--- config.mk ---
export PLATFORM = sky130hd
export DESIGN_NAME = hazard_scoreboard
export DESIGN_NICKNAME = d
export VERILOG_FILES = /design/src/rtl/hazard_pkg.sv /design/src/rtl/sat_counter.sv /design/src/rtl/hazard_scoreboard.sv
export SDC_FILE = /design/constraint.sdc
export NUM_CORES = 1
export LEC_CHECK = 0
export BUFFER_PORTS_ARGS = -buffer_cell sky130_fd_sc_hd__buf_2
export CAP_MARGIN = 20
export CORE_ASPECT_RATIO = 0.9
export CORE_UTILIZATION = 30
export DETAILED_ROUTE_END_ITERATION = 10
export PLACE_DENSITY = 0.48
export RECOVER_POWER = 25
export SKIP_CTS_REPAIR_TIMING = 1
export SLEW_MARGIN = 10
export SYNTH_ARGS = -nofsm -noshare
export SYNTH_HDL_FRONTEND = slang
export SYNTH_SLANG_ARGS = --single-unit
export TNS_END_PERCENT = 20
--- constraint.sdc ---
create_clock -name clock_i -period 4.06 [get_ports clock_i]
set_input_delay 0.609 -clock clock_i [delete_from_list [all_inputs] [get_ports clock_i]]
set_output_delay 0.609 -clock clock_i [all_outputs]
set_load 0.01 [all_outputs]
--- src/rtl/hazard_pkg.sv ---
// Shared types and helpers for the hazard scoreboard: slot record, select-width
// computation and the per-source youngest-producer search.
package hazard_pkg;

  // Storage is sized for the widest legal configuration; narrower register
  // addresses are zero-extended into the record.
  localparam int MaxRegAw = 8;
  localparam int MaxDepth = 8;

  localparam logic [MaxRegAw-1:0] REG_ZERO = '0;

  typedef struct packed {
    logic                valid;
    logic [MaxRegAw-1:0] rd;
    logic [MaxRegAw-1:0] rs1;
    logic [MaxRegAw-1:0] rs2;
    logic                rs1_used;
    logic                rs2_used;
    logic                regwrite;
    logic                is_load;
  } slot_t;

  // Index 1 is EX; entries above the configured depth stay invalid.
  typedef slot_t [MaxDepth:1] slot_vec_t;

  function automatic int unsigned sel_width(int unsigned depth);
    return $clog2(depth + 1);
  endfunction

  function automatic logic writes(slot_t s, logic [MaxRegAw-1:0] r);
    return s.valid && s.regwrite && (s.rd == r) && (r != REG_ZERO);
  endfunction

  // Smallest slot index in [lo, hi] that writes r, or 0 when none does.
  function automatic int youngest_writer(slot_vec_t slots, int lo, int hi,
                                         logic [MaxRegAw-1:0] r);
    int idx;
    idx = 0;
    for (int k = MaxDepth; k >= 1; k--) begin
      if (k >= lo && k <= hi && writes(slots[k], r)) idx = k;
    end
    return idx;
  endfunction

  // The youngest producer decides: a younger non-load shadows an older load.
  function automatic logic load_use_hit(slot_vec_t slots, logic used,
                                        logic [MaxRegAw-1:0] r, int depth,
                                        int load_ready);
    int j;
    j = youngest_writer(slots, 1, depth, r);
    return used && (j != 0) && slots[j].is_load && (j + 1 < load_ready);
  endfunction

  // Forwarding source for an EX operand; a not-yet-ready load is never chosen.
  function automatic int fwd_select(slot_vec_t slots, logic used,
                                    logic [MaxRegAw-1:0] r, int depth,
                                    int load_ready);
    int k;
    k = youngest_writer(slots, 2, depth, r);
    if (!used || k == 0) return 0;
    if (slots[k].is_load && k < load_ready) return 0;
    return k;
  endfunction

endpackage

--- src/rtl/sat_counter.sv ---
// Saturating up-counter used for the stall and flush performance counters.
module sat_counter #(
  parameter int unsigned CNT_W = 32
) (
  input  logic             clock_i,
  input  logic             reset_i,
  input  logic             inc_i,
  output logic [CNT_W-1:0] count_o
);

  logic [CNT_W-1:0] count_q, count_d;

  // Increment unless already at all-ones.
  always_comb begin
    count_d = count_q;
    if (inc_i && (count_q != '1)) count_d = count_q + CNT_W'(1);
  end

  // Counter register.
  always_ff @(posedge clock_i or posedge reset_i) begin
    if (reset_i) count_q <= '0;
    else         count_q <= count_d;
  end

  assign count_o = count_q;

endmodule

--- src/rtl/hazard_scoreboard.sv ---
// Hazard control for the in-order pipeline: tracks in-flight destinations,
// raises load-use stalls, issues branch flushes and selects EX forwarding.
module hazard_scoreboard
  import hazard_pkg::*;
#(
  parameter int unsigned REG_AW       = 5,
  parameter int unsigned DEPTH        = 3,
  parameter int unsigned LOAD_READY   = 3,
  parameter int unsigned BRANCH_STAGE = 2,
  parameter int unsigned CNT_W        = 32,
  parameter int unsigned SEL_W        = sel_width(DEPTH)
) (
  input  logic                    clock_i,
  input  logic                    reset_i,
  input  logic                    hold_i,
  input  logic                    id_valid_i,
  input  logic [REG_AW-1:0]       id_rs1_i,
  input  logic [REG_AW-1:0]       id_rs2_i,
  input  logic                    id_rs1_used_i,
  input  logic                    id_rs2_used_i,
  input  logic [REG_AW-1:0]       id_rd_i,
  input  logic                    id_regwrite_i,
  input  logic                    id_is_load_i,
  input  logic                    branch_taken_i,
  output logic                    stall_o,
  output logic                    flush_id_o,
  output logic [BRANCH_STAGE-1:0] flush_mask_o,
  output logic [SEL_W-1:0]        ex_fwd_rs1_sel_o,
  output logic [SEL_W-1:0]        ex_fwd_rs2_sel_o,
  output logic [CNT_W-1:0]        stall_count_o,
  output logic [CNT_W-1:0]        flush_count_o
);

  slot_vec_t slots_q, slots_d;
  slot_t     id_rec;
  logic      stall_raw;

  // Pack the ID-stage instruction into a slot record.
  always_comb begin
    id_rec          = '0;
    id_rec.valid    = 1'b1;
    id_rec.rd       = MaxRegAw'(id_rd_i);
    id_rec.rs1      = MaxRegAw'(id_rs1_i);
    id_rec.rs2      = MaxRegAw'(id_rs2_i);
    id_rec.rs1_used = id_rs1_used_i;
    id_rec.rs2_used = id_rs2_used_i;
    id_rec.regwrite = id_regwrite_i;
    id_rec.is_load  = id_is_load_i;
  end

  assign stall_raw = id_valid_i &
      (load_use_hit(slots_q, id_rs1_used_i, MaxRegAw'(id_rs1_i), int'(DEPTH), int'(LOAD_READY)) |
       load_use_hit(slots_q, id_rs2_used_i, MaxRegAw'(id_rs2_i), int'(DEPTH), int'(LOAD_READY)));

  // A taken branch wins over a load-use stall; hold masks both.
  assign stall_o      = stall_raw & ~branch_taken_i & ~hold_i;
  assign flush_id_o   = branch_taken_i & ~hold_i;
  assign flush_mask_o = {BRANCH_STAGE{flush_id_o}};

  // Forwarding selects for the instruction in EX (slot 1).
  always_comb begin
    ex_fwd_rs1_sel_o = '0;
    ex_fwd_rs2_sel_o = '0;
    if (slots_q[1].valid) begin
      ex_fwd_rs1_sel_o = SEL_W'(fwd_select(slots_q, slots_q[1].rs1_used, slots_q[1].rs1,
                                           int'(DEPTH), int'(LOAD_READY)));
      ex_fwd_rs2_sel_o = SEL_W'(fwd_select(slots_q, slots_q[1].rs2_used, slots_q[1].rs2,
                                           int'(DEPTH), int'(LOAD_READY)));
    end
  end

  // Shift the pipeline, insert ID or a bubble, then kill the wrong-path slots.
  always_comb begin
    slots_d = slots_q;
    if (!hold_i) begin
      for (int k = int'(DEPTH); k >= 2; k--) slots_d[k] = slots_q[k-1];
      slots_d[1] = (id_valid_i && !stall_raw && !branch_taken_i) ? id_rec : '0;
      // Post-shift slots 1..BRANCH_STAGE hold what was younger than the branch.
      if (branch_taken_i) begin
        for (int k = 1; k <= int'(BRANCH_STAGE); k++) slots_d[k].valid = 1'b0;
      end
    end
  end

  // Slot state register.
  always_ff @(posedge clock_i or posedge reset_i) begin
    if (reset_i) slots_q <= '0;
    else         slots_q <= slots_d;
  end

  sat_counter #(
    .CNT_W (CNT_W)
  ) u_stall_cnt (
    .clock_i (clock_i),
    .reset_i (reset_i),
    .inc_i   (stall_o),
    .count_o (stall_count_o)
  );

  sat_counter #(
    .CNT_W (CNT_W)
  ) u_flush_cnt (
    .clock_i (clock_i),
    .reset_i (reset_i),
    .inc_i   (flush_id_o),
    .count_o (flush_count_o)
  );

endmodule
==> results.json, run 1 <==
{
  "crit_family": "simple AND/OR/NAND/NOR gates",
  "hold_viol_final": 0,
  "slowest_delay_ns": 0.54,
  "cpMaxStageDelayCell": "or4_1",
  "dr.pass1.iters": 4,
  "p_per_area_nw_per_um2": 374.6,
  "drt-initial-drc-count": 167,
  "maxCapViolations": 0,
  "vdd_ir_drop_max_v": 0.0001912,
  "postSynthAreaPerCell_um2": 11.32,
  "p_total_mw": 2.229,
  "place_hpwl_um": 8438,
  "cp_cell_sequence": "or4_1 -> nor2_1 -> nor3_1 -> nor4_1 -> a31o_2 -> buf_2",
  "track_usage_pct": 14.55,
  "ys_seq_area_share_pct": 50.10,
  "yosys_warnings": 0,
  "cp_max_fo": 4,
  "hp-class": "in2reg",
  "synth_top_area_share_pct": 50.10,
  "worstPathRequired_ns": 3.45,
  "setup_viol": 0,
  "grt_start_max_net_pins": 77,
  "clock_skew_ns": 0.006474,
  "drtAntennaViolNets": 0,
  "whs_path_depth": 2,
  "worstSkewPairLatency_ns": 0.34,
  "routed_wl_um": 11630,
  "max_slew_margin_pct": 6.783,
  "drcViolationCount": 0,
  "num_vias": 3650,
  "period_needed_ns": 2.778,
  "cts_buffer_depth": 2,
  "timing.final.crit_share_pct": 68.43,
  "port-buffer-count": 95,
  "r2r_cells": 6,
  "cts_buffers": 9,
  "layout.nets": 556,
  "max_freq_ghz": 0.3599,
  "synth_top_area_cell": "dfrtp_1",
  "n_antenna_cell": 0,
  "grt_overflow": 0,
  "dieArea_um2": 17000,
  "timing.rr.start": "u_stall_cnt.count_o[16]",
  "layout_common_cells": "99 x dfrtp_1, 95 x buf_2, 48 x xnor2_1",
  "grt_pass1_wl_um": 18790,
  "finalSetupTns_ns": 0,
  "crit_arrival_ns": 2.17,
  "initial_core_util_pct": 30.65,
  "r2r-end": "u_stall_cnt.count_o[1]",
  "path_buf_inv": 1,
  "row_count": 44,
  "ios": 96,
  "whs_endpoint": "slots_q[22]",
  "status": "completed",
  "hold_start": "id_rd_i[2]",
  "drt-vias-per-instance": 4.926,
  "layout_commonest_cell": "dfrtp_1",
  "detail_route.wl_per_cell_um": 15.69,
  "first_global_vias": 3512,
  "fp.dieW_um": 137.3,
  "worstSetupStartpointType": "flop",
  "tightestPinTransition_ns": 1.391,
  "syn_inst": 437,
  "gp_congestion": 0.8204,
  "antenna_found_initial": 0,
  "maxSlewViolCount": 0,
  "ys_top_cells_by_area": "dfrtp_1 50%, xnor2_1 8.5%, xor2_1 7.4%, a22o_1 3.4%, mux2_2 3.2%",
  "htree_levels": 3,
  "core_um2": 16130,
  "die_h_um": 123.8,
  "clock_sinks": 99,
  "clk_pin_slew_ns": 0.06,
  "worstSetupPathType": "reg2out",
  "leakage_nw": 2.979,
  "endpoint_kind": "primary output",
  "rsz0062_at_grt": "false",
  "synth.distinct_cells": 47,
  "post_synth_instance_area_um2": 4945,
  "reg2reg_slack_ns": 1.67,
  "area_delta_synth_final_pct": 20.32,
  "ys_ff_latch": 99,
  "clock-root-buffer": "clkbuf_16",
  "drive_above_1_share_pct": 28.28,
  "syn_nets": 463,
  "tritoncts": "built"
}
==> Yosys cell counts, drive strengths merged <==
library cell,n
dfrtp,99
xnor2,48
xor2,42
nand2,32
nand3,27
nand4,24
nor3,22
a22o,19
and3,16
mux2,15
nor2,12
nor4,12
buf,11
and4,7
clkbuf,6
nor4b,6
and2,5
a21oi,4
inv,4
nor3b,4
or4,4
nor2b,3
a41o,2
ha,2
nand2b,2
o21ai,2
or2,2
a21o,1
a31o,1
a32oi,1
o21a,1
or3,1
==> through the flow <==
step | area (µm²) | hold WS (ns) | setup slack (ns) | utilization (%) | cells
final | 5949 | 0.4782 | 1.282 | 36.88 | 741
after global routing | 5949 | 0.4686 | 1.147 | 36.88 | 741
after CTS | 5923 | 0.4588 | 1.249 | 36.72 | 740
after detailed placement | 5609 | 0.4818 | 1.214 | 34.77 | 725
after global placement | 5609 | 0.4717 | 1.212 | 34.77 | 725
after floorplan | 4945 | 0.4791 | 0.8606 | - | 437
==> layer usage <==
metal | GRT usage, % | wire length [µm] | vias to the layer above
li1 | - | - | 1751
met1 | 20.61 | 5686 | 1818
met2 | 21.34 | 5219 | 74
met3 | 4.518 | 616 | 7
met4 | 3.777 | 106 | 0
met5 | 0 | 0 | -
==> worst max path at each step <==
stage	startpoint	endpoint	slack [ns]	cells past startpoint
after floorplan	reset_i	slots_q[0]	0.86	1
after global placement	id_rs2_i[1]	u_stall_cnt.count_o[31]	1.21	7
after detailed placement	id_rs2_i[1]	u_stall_cnt.count_o[22]	1.21	7
after CTS	slots_q[24]	stall_o	1.25	5
after global routing	slots_q[5]	ex_fwd_rs2_sel_o[1]	1.15	6
final	slots_q[5]	ex_fwd_rs2_sel_o[1]	1.28	6
==> flip-flops by register name, indices dropped and copies added, names as in the netlist <==
signal               cells
u_flush_cnt.count_o     32
slots_q                 35
u_stall_cnt.count_o     32
==> layout make-up <==
cell class	instances	area, µm²
repair buffers	99	525.5
fillers	1605	10180
clock inverters	1	30.03
multi-input cells	317	2357
inverters	4	16.27
flip-flops and latches	99	2477
well taps	207	259.0
clock buffers	14	284.0
==> power breakdown <==
group          internal, mW  switching [mW]
logic                 0.105           0.113
registers              1.04          0.0727
clock network         0.542           0.360
==> kinds of logic after synthesis <==
logic type      synth area share (%)
xor+xnor                       15.94
buf+inv                        2.328
mux                            3.416
compound gates                 5.795
flops                          50.10
simple gates                   21.91
fa+ha+maj                     0.5060
Power figures use the tool's default switching activity.
==> inputs of run 2 (changes only) <==
--- a/config.mk
+++ b/config.mk
@@ -10,7 +10,7 @@
 export CORE_ASPECT_RATIO = 0.9
 export CORE_UTILIZATION = 30
 export DETAILED_ROUTE_END_ITERATION = 10
-export PLACE_DENSITY = 0.48
+export PLACE_DENSITY = 0.49
 export RECOVER_POWER = 25
 export SKIP_CTS_REPAIR_TIMING = 1
 export SLEW_MARGIN = 10
==> constraint.sdc (replaced) <==
create_clock -name clock_i -period 2.3 [get_ports clock_i]
set_input_delay 0.345 -clock clock_i [delete_from_list [all_inputs] [get_ports clock_i]]
set_output_delay 0.345 -clock clock_i [all_outputs]
set_load 0.01 [all_outputs]
==> results.json, run 2 (synthesis gave the netlist of run 1 again) <==
{
  "die_h_um": 123.8,
  "setup_slack_ns": -0.05984,
  "drtAntennaViolNets": 0,
  "num_vias": 3817,
  "violations": "negative setup slack",
  "dieArea_um2": 17000,
  "drive_above_1_share_pct": 33.93,
  "whs_endpoint": "slots_q[22]",
  "top_register": "slots_q",
  "hold_start": "id_rd_i[2]",
  "p_per_area_nw_per_um2": 643.5,
  "vdd_ir_drop_max_v": 0.0005622,
  "p_total_mw": 4.003,
  "antenna_found_initial": 2,
  "core_um2": 16130,
  "cp_max_fo": 4,
  "grt_start_max_net_pins": 100,
  "timing.rr.start": "slots_q[20]",
  "top_layer_used": "met4",
  "whs_path_depth": 2,
  "drt-vias-per-instance": 4.964,
  "drt-met1-wl_um": 5995,
  "crit_arrival_ns": 2.01,
  "row_count": 44,
  "hp-class": "in2reg",
  "routed_wl_um": 12230,
  "r2r_cells": 7,
  "layout_common_cells": "95 x dfrtp_1, 93 x buf_2, 48 x xnor2_1",
  "fp.dieW_um": 137.3,
  "max_freq_ghz": 0.4238,
  "drt-initial-drc-count": 183,
  "worstSetupPathType": "reg2out",
  "cts_buffers": 9,
  "met2WireLength_um": 5330,
  "first_global_vias": 3765,
  "tritoncts": "built",
  "rsz0062_at_grt": "true",
  "largest_reg_flops": 35,
  "maxCapViolations": 0,
  "ios": 96,
  "clock_skew_ns": 0.006988,
  "place_hpwl_um": 8664,
  "setup_viol": 2,
  "maxSlewViolCount": 0,
  "timing.final.crit_share_pct": 102.6,
  "worstSkewPairLatency_ns": 0.35,
  "worstPathRequired_ns": 1.96,
  "worstSetupStartpointType": "flop",
  "finalSetupTns_ns": -0.07959,
  "initial_core_util_pct": 30.65,
  "htree_levels": 3,
  "dr.pass1.iters": 4,
  "r2r-end": "u_stall_cnt.count_o[24]",
  "fill_cells": 1618,
  "hold_viol_final": 0,
  "gp_congestion": 0.8075,
  "clock_sinks": 99,
  "detail_route.wl_per_cell_um": 15.90,
  "cts_buffer_depth": 2,
  "wl_met3_um": 752,
  "layout.nets": 582,
  "area_delta_synth_final_pct": 25.81,
  "reg2reg_slack_ns": 0.17,
  "track_usage_pct": 15.22,
  "tightestPinTransition_ns": 1.387,
  "leakage_nw": 3.117,
  "port-buffer-count": 95,
  "grt_overflow": 0,
  "grt_pass1_wl_um": 19620,
  "drcViolationCount": 0,
  "status": "complete, but fails checks",
  "layout_commonest_cell": "dfrtp_1",
  "period_needed_ns": 2.360,
  "max_slew_margin_pct": 7.558,
  "clock-root-buffer": "clkbuf_16",
  "clk_pin_slew_ns": 0.07,
  "endpoint_kind": "primary output"
}
run 2: critical path: stages, from the launching register on:
cell	delay [ns]
dfrtp_2	0.44
or4_4	0.55
nor2_4	0.19
nor3_4	0.07
nor4_4	0.16
a31o_2	0.16
buf_6	0.10
run 2: metal layers:
metal,up-vias,global-route usage (%)
met2,91,22.10
met3,11,5.169
li1,1800,-
met5,-,0
met4,0,3.846
met1,1915,21.51
run 2: per-stage QoR:
step | util (%) | area [µm²] | hold WS [ns] | setup WS [ns] | cells
4_1_cts | 37.83 | 6102 | 0.1712 | -0.1915 | 760
5_1_grt | 38.54 | 6216 | 0.1978 | -0.1632 | 767
3_3_place_gp | 35.87 | 5786 | 0.4700 | 0.04867 | 745
6_report | 38.57 | 6221 | 0.2090 | -0.05984 | 769
3_5_place_dp | 35.87 | 5786 | 0.4754 | 0.009721 | 745
2_1_floorplan | - | 4949 | 0.4523 | 0.1239 | 437
run 2: layout make-up:
| type | instances | area [µm²] | area share [%] |
|---|---|---|---|
| Sequential cell | 99 | 2482 | 39.90 |
| Timing Repair Buffer | 125 | 718.2 | 11.54 |
| Clock inverter | 5 | 77.57 | 1.247 |
| Multi-Input combinational cell | 317 | 2424 | 38.96 |
| Clock buffer | 10 | 239.0 | 3.842 |
| Inverter | 4 | 16.27 | 0.2615 |
| Tap cell | 207 | 259.0 | 4.163 |
| Antenna cell | 2 | 5.005 | 0.08045 |
run 2: how the worst max path moves through the flow:
stage / from / to / slack [ns] / cells past startpoint
after global placement: id_rs2_i[1] / u_stall_cnt.count_o[7] / 0.05 / 8
after floorplan: slots_q[5] / ex_fwd_rs2_sel_o[1] / 0.12 / 5
final: slots_q[7] / ex_fwd_rs2_sel_o[1] / -0.06 / 6
after CTS: slots_q[6] / ex_fwd_rs2_sel_o[1] / -0.19 / 6
after global routing: slots_q[7] / ex_fwd_rs2_sel_o[1] / -0.16 / 6
after detailed placement: id_rs2_i[1] / u_stall_cnt.count_o[10] / 0.01 / 8
run 2: power by group:
group          total, mW  internal (mW)  switching [mW]
sequential          1.95           1.83           0.121
clock               1.63          0.973           0.659
combinational      0.421          0.202           0.219
total               4.00           3.00            1.00
==> inputs of run 3 (changes only) <==
--- a/config.mk
+++ b/config.mk
@@ -5,9 +5,10 @@
 export SDC_FILE = /design/constraint.sdc
 export NUM_CORES = 1
 export LEC_CHECK = 0
-export BUFFER_PORTS_ARGS = -buffer_cell sky130_fd_sc_hd__buf_2
+export BUFFER_PORTS_ARGS = -buffer_cell sky130_fd_sc_hd__clkbuf_2
 export CAP_MARGIN = 20
-export CORE_ASPECT_RATIO = 0.9
+export CORE_ASPECT_RATIO = 0.7
+export CORE_MARGIN = 2
 export CORE_UTILIZATION = 30
 export DETAILED_ROUTE_END_ITERATION = 10
 export PLACE_DENSITY = 0.49
==> results.json, run 3 (synthesis gave the netlist of run 1 again) <==
{
  "setup_slack_ns": -0.05703,
  "status": "complete, but fails checks",
  "clock_skew_ns": 0.007032,
  "dieArea_um2": 17540,
  "path_buf_inv": 1,
  "cp_cell_sequence": "or4_4 -> nor2_4 -> nor3_1 -> nor4_2 -> a31o_2 -> clkbuf_2",
  "drtAntennaViolNets": 0,
  "cpMaxStageDelayCell": "or4_4",
  "r2r_cells": 6,
  "clock_sinks": 99,
  "grt_start_max_net_pins": 100,
  "cts_buffers": 9,
  "worstSetupPathType": "reg2out",
  "layout_commonest_cell": "dfrtp_1",
  "initial_core_util_pct": 30.52,
  "max_slew_margin_pct": 9.807,
  "tritoncts": "built",
  "final_area_um2": 6180,
  "finalSetupTns_ns": -0.1060,
  "core_um2": 16200,
  "worstSetupStartpointType": "flop",
  "gp_congestion": 0.8540,
  "die_h_um": 111.4,
  "hold_start": "id_rd_i[3]",
  "maxSlewViolCount": 0,
  "routed_wl_um": 12440,
  "grt_overflow": 0,
  "period_needed_ns": 2.357,
  "hp-class": "in2reg",
  "worstSkewPairLatency_ns": 0.35,
  "layout.nets": 573,
  "track_usage_pct": 14.63,
  "num_vias": 3771,
  "leakage_nw": 3.005,
  "timing.final.crit_share_pct": 102.5,
  "cp_max_fo": 4,
  "place_hpwl_um": 9063,
  "worstPathRequired_ns": 1.96,
  "max_freq_ghz": 0.4243,
  "hold_viol_final": 0,
  "first_global_vias": 3645,
  "utilization_pct": 38.14,
  "whs_path_depth": 2,
  "htree_levels": 3,
  "drcViolationCount": 0,
  "whs_endpoint": "slots_q[23]",
  "crit_arrival_ns": 2.01,
  "drt-vias-per-instance": 4.853,
  "rsz0062_at_grt": "true",
  "clk_pin_slew_ns": 0.07,
  "fin_cells": 777,
  "largest_reg_flops": 35,
  "area_delta_synth_final_pct": 24.97,
  "setup_viol": 3,
  "row_count": 39,
  "vdd_ir_drop_max_v": 0.0003589,
  "endpoint_kind": "primary output",
  "dr.pass1.iters": 4,
  "placed_area_um2": 5758,
  "drive_above_1_share_pct": 33.70,
  "r2r-end": "u_stall_cnt.count_o[30]",
  "top_register": "slots_q",
  "crit_family": "simple AND/OR/NAND/NOR gates",
  "cts_buffer_depth": 2,
  "dp.cells": 758,
  "slowest_delay_ns": 0.55,
  "fp.dieW_um": 157.5,
  "antenna_found_initial": 0,
  "clock-root-buffer": "clkbuf_16",
  "maxCapViolations": 0,
  "n_antenna_cell": 0,
  "timing.rr.start": "slots_q[22]",
  "grt_pass1_wl_um": 19950,
  "violations": "negative setup slack",
  "port-buffer-count": 95,
  "ios": 96,
  "p_total_mw": 4.019,
  "p_per_area_nw_per_um2": 650.3,
  "layout_common_cells": "96 x dfrtp_1, 92 x clkbuf_2, 47 x xnor2_1",
  "tightestPinTransition_ns": 1.353,
  "reg2reg_slack_ns": 0.18,
  "detail_route.wl_per_cell_um": 16.01,
  "drt-initial-drc-count": 265
}
run 3: layout make-up:
cell class	instances	area [µm²]
fillers	1608	10020
clock buffers	10	229.0
repair buffers	116	631.9
flip-flops and latches	99	2481
clock inverters	6	90.09
well taps	225	281.5
inverters	4	18.77
multi-input cells	317	2447
run 3: per-layer routing:
metal / track usage [%] / part of all wire [%]
met4: 4.121 / 1.1
met2: 20.00 / 42
met5: 0 / 0
met3: 4.087 / 6.6
met1: 22.37 / 51
run 3: power by group:
part	total (mW)	switching (mW)	leakage, nW	internal, mW
logic	0.424	0.227	1.52	0.198
registers	1.96	0.131	1.34	1.83
clock network	1.64	0.682	0.141	0.954
total	4.02	1.04	3.01	2.98
run 3: worst max path at each step:
stage / start / end / slack [ns] / depth (start not counted)
floorplan: slots_q[5] / ex_fwd_rs2_sel_o[1] / 0.12 / 5
global placement: id_rs2_i[0] / u_stall_cnt.count_o[31] / 0.06 / 8
detailed placement: id_rs2_i[0] / u_stall_cnt.count_o[31] / 0.07 / 8
CTS: slots_q[5] / ex_fwd_rs2_sel_o[1] / -0.29 / 6
global route: slots_q[22] / stall_o / -0.15 / 5
finish: slots_q[6] / ex_fwd_rs2_sel_o[1] / -0.06 / 6
run 3: per-stage QoR:
stage | setup WS [ns] | hold slack [ns]
after floorplan | 0.1239 | 0.4523
after global placement | 0.05758 | 0.4770
after detailed placement | 0.07346 | 0.4827
after CTS | -0.2948 | 0.1560
after global routing | -0.1499 | 0.2013
final | -0.05703 | 0.2050
